===== config.mk =====
export PLATFORM = sky130hd
export DESIGN_NAME = cond_logic
export DESIGN_NICKNAME = d
export VERILOG_FILES = /design/src/rtl/cond_logic.sv
export SDC_FILE = /design/constraint.sdc
export NUM_CORES = 1
export LEC_CHECK = 0
export CAP_MARGIN = 15
export CORE_AREA = 2 2 39 41
export CTS_BUF_LIST = sky130_fd_sc_hd__clkbuf_4 sky130_fd_sc_hd__clkbuf_8
export DETAILED_ROUTE_END_ITERATION = 10
export DIE_AREA = 0 0 41 43
export DONT_BUFFER_PORTS = 1
export PLACE_DENSITY = 0.5
export SYNTH_ARGS = -nofsm -noshare
export SYNTH_HDL_FRONTEND = slang
export SYNTH_SLANG_ARGS = --single-unit

===== constraint.sdc =====
create_clock -name clk -period 3.65 [get_ports clk]
set_input_delay 0.73 -clock clk [delete_from_list [all_inputs] [get_ports clk]]
set_output_delay 0.73 -clock clk [all_outputs]
set_load 0.01 [all_outputs]

===== src/rtl/cond_logic.sv =====
// Condition-check and flag unit: holds architectural NZCV, decodes the condition
// field, and gates PC/register/memory write enables with a latched condition result.
module cond_logic (
    input  logic       clk,
    input  logic       reset,
    input  logic [3:0] Cond,
    input  logic [3:0] ALUFlags,
    input  logic [1:0] FlagW,
    input  logic       CondLatch,
    input  logic       PCS,
    input  logic       NextPC,
    input  logic       RegW,
    input  logic       MemW,
    output logic [3:0] Flags,
    output logic       CondEx,
    output logic       PCWrite,
    output logic       RegWrite,
    output logic       MemWrite
);

    logic [3:0] r_flags;
    logic       r_cond_ex_delayed;
    logic       w_cond_ex;
    logic       w_n;
    logic       w_z;
    logic       w_c;
    logic       w_v;

    assign {w_n, w_z, w_c, w_v} = r_flags;

    // Decode uses only the registered flags, never this cycle's ALU result.
    always_comb begin
        w_cond_ex = 1'b0;
        case (Cond)
            4'b0000: w_cond_ex = w_z;
            4'b0001: w_cond_ex = ~w_z;
            4'b0010: w_cond_ex = w_c;
            4'b0011: w_cond_ex = ~w_c;
            4'b0100: w_cond_ex = w_n;
            4'b0101: w_cond_ex = ~w_n;
            4'b0110: w_cond_ex = w_v;
            4'b0111: w_cond_ex = ~w_v;
            4'b1000: w_cond_ex = w_c & ~w_z;
            4'b1001: w_cond_ex = ~w_c | w_z;
            4'b1010: w_cond_ex = (w_n == w_v);
            4'b1011: w_cond_ex = (w_n != w_v);
            4'b1100: w_cond_ex = ~w_z & (w_n == w_v);
            4'b1101: w_cond_ex = w_z | (w_n != w_v);
            4'b1110: w_cond_ex = 1'b1;
            default: w_cond_ex = 1'b0;
        endcase
    end

    // Flag halves and the delayed condition all sample the pre-edge w_cond_ex.
    always_ff @(posedge clk or negedge reset) begin
        if (!reset) begin
            r_flags           <= 4'b0000;
            r_cond_ex_delayed <= 1'b0;
        end else begin
            if (FlagW[1] && w_cond_ex) begin
                r_flags[3:2] <= ALUFlags[3:2];
            end
            if (FlagW[0] && w_cond_ex) begin
                r_flags[1:0] <= ALUFlags[1:0];
            end
            if (CondLatch) begin
                r_cond_ex_delayed <= w_cond_ex;
            end
        end
    end

    assign Flags    = r_flags;
    assign CondEx   = w_cond_ex;
    assign PCWrite  = (PCS & r_cond_ex_delayed) | NextPC;
    assign RegWrite = RegW & r_cond_ex_delayed;
    assign MemWrite = MemW & r_cond_ex_delayed;

endmodule


==> impl_metrics.py <==
metrics = {
    "synthesis": {
        "synth-edff-count": 0,
        "synth_cells": 40,
        "ys_seq_area_frac": 0.304,
        "synth_warnings": 0,
        "synth_nets": 57,
        "synth-seq-cells": 5,
        "yosys.cell_types.count": 27,
        "syn_area_um2": 412,
        "async_flop_share": 1.00,
        "ys.flop_type": "dfrtp_1",
        "synth.avg_cell_area_um2": 10.3,
    },
    "job": {
        "maxCapViolCount": 0,
    },
    "critical_path": {
        "crit_required_ns": 2.92,
        "crit_path_start_kind": "flip-flop",
        "critPathArrivalTime_ns": 1.88,
        "critPathKind": "reg2out",
        "end_kind": "output pin",
        "worst_r2r_path_depth": 6,
        "r2r_start": "Flags[3]$_DFFE_PN0P_",
        "startpoint": "Flags[3]$_DFFE_PN0P_",
        "reg2reg_slack_ns": 1.62,
        "path_max_fanout": 5,
        "worstReg2RegEnd": "r_cond_ex_delayed$_DFFE_PN0P_",
    },
    "sta": {
        "slew_violations": 0,
        "worst_slew_pin_slew_ns": 0.329,
        "hold_viol": 0,
        "layout_setup_ws_ns": 1.04,
        "fin_crit_ns": 2.61,
        "whs_ns": 0.184,
        "fmax_mhz": 383,
        "rsz0062_at_grt": "no",
        "tns_ns": 0,
        "post-route-period-util": 0.715,
        "slew_headroom": 0.779,
        "fin_skew_ns": 0.00123,
        "setup_viol_count_final": 0,
    },
    "detailed_routing": {
        "met2_length_um": 486,
        "routed.top_layer": "met4",
        "antenna_left": 0,
        "drc_errors": 0,
        "wl_per_cell_um": 16.4,
        "wl_met1_um": 373,
        "drt-initial-drc-count": 15,
        "met3_length_um": 76,
        "drt_first_pass_iters": 4,
        "vias": 328,
        "via_per_inst": 5.56,
        "totalWireLength_um": 966,
    },
    "power_and_ir_drop": {
        "p_sw_frac": 0.406,
        "power_uw": 358,
        "seq_power_share": 0.388,
        "power_density_nw_per_um2": 783,
        "switchingPower_uw": 145,
        "pwr-share-comb": 0.416,
        "p_leak_nw": 0.184,
        "p_clk_frac": 0.196,
        "p_int_uw": 212,
        "ir_drop_uv": 307,
    },
    "min_path": {
        "min_path_type": "in2async",
    },
    "global_routing": {
        "grt_max_degree": 9,
        "track_usage": 0.132,
        "antenna_found_initial": 0,
        "grt-ovfl-total": 0,
        "grt_pass1_wl_um": 1520,
        "grt_pass1_vias": 368,
    },
    "clocking": {
        "cts-resized-gates": 0,
        "clk_latency_ns": 0.24,
        "htreeDepth": 1,
        "cts_hold_buffers": 0,
        "clk_path_buf_depth": 2,
        "cts-root-buf": "clkbuf_4",
        "cts_tree": "built",
        "numCtsBuffers": 3,
        "cts.sinks": 5,
        "clk_pin_slew_ns": 0.04,
        "post_cts.repair.setup_buffers": 0,
    },
    "placed_design": {
        "dp_slack_ns": 1.20,
        "place_congestion": 0.645,
        "placed_area_um2": 427,
        "dp_hpwl_um": 783,
        "io_buffers": 0,
    },
    "cells_and_area": {
        "finalNetCount": 61,
        "diodes": 0,
        "drive_gt1_frac": 0.302,
        "seq_area_um2": 125,
        "multi_input_area_um2": 274,
        "stdcell_area_um2": 457,
        "area_delta_synth_final_pct": 10.9,
        "nFillCells": 161,
    },
    "floorplan": {
        "start_util": 0.297,
        "die_w_um": 41,
        "pin_count": 25,
        "core_area_um2": 1380,
        "dieArea_um2": 1760,
        "row_count": 14,
        "die_h_um": 43,
    },
    "outcome": {
        "status": "finished, final reports clean",
    },
}
==> routing by layer <==
metal,up-vias,global-route usage
li1,154,-
met1,156,0.138
met2,14,0.200
met3,4,0.0366
met4,0,0.120
met5,-,0
==> cell type report <==
cell class              instances  area share
clock buffers                   4      0.0658
inverters                       2      0.0164
multi-input cells              32       0.600
flip-flops and latches          5       0.274
well taps                      16      0.0438
==> placed cells by master, fill, tap and decap left out, drive strengths merged, types with 2 or more instances in the layout <==
cell | netlist | final
nand2 | 3 | 3
dfrtp | 5 | 5
and2 | 2 | 2
o21ai | 3 | 3
inv | 2 | 2
clkbuf | 1 | 4
mux2 | 5 | 5
xnor2 | 2 | 2
==> power groups by stage <==
stage                     Sequential [mW]  Clock, mW  Combinational (mW)
after floorplan                     0.123          0               0.135
after global placement              0.137          0               0.143
after detailed placement            0.140          0               0.150
after CTS                           0.139     0.0735               0.151
after global routing                0.143     0.0751               0.164
final                               0.139     0.0701               0.149
==> metrics by stage <==
stage | cells | util
floorplan | 40 | -
global placement | 55 | 0.308
detailed placement | 55 | 0.308
CTS | 59 | 0.330
global route | 59 | 0.330
finish | 59 | 0.330
==> worst max-delay path, stage by stage (launching register included) <==
cell and delay (ns):
dfrtp_1 0.46, xnor2_1 0.35, o31ai_1 0.10, a32oi_1 0.27, o32ai_4 0.16, or2_1 0.29
==> worst max-delay path by stage <==
stage	endpoint	slack [ns]	depth (start not counted)
final	CondEx	1.04	5
after global routing	CondEx	0.95	5
after CTS	CondEx	1.03	5
after detailed placement	CondEx	1.20	5
after global placement	CondEx	1.23	5
after floorplan	CondEx	1.16	6
==> registers in the layout, summed over array words and instances, names as in the netlist <==
register / cells
Flags: 4
r_cond_ex_delayed: 1
==> cells by family after synthesis <==
group	count (synthesis)	share of synthesized area
AO/OA/AOI/OAI	10	0.246
multiplexers	6	0.170
buffers and inverters	3	0.0304
XOR/XNOR	3	0.0638
flip-flops	5	0.304
AND/OR/NAND/NOR	13	0.185
==> Yosys cell counts (2+ instances only) <==
cell	n	area (um2)
xnor2_1	2	17.5
dfrtp_1	5	125
mux2_2	4	45.0
o21ai_2	2	17.5
inv_1	2	7.51
and2_1	2	12.5
nand2_1	3	11.3
No activity file was read; power rests on OpenSTA's default activity.
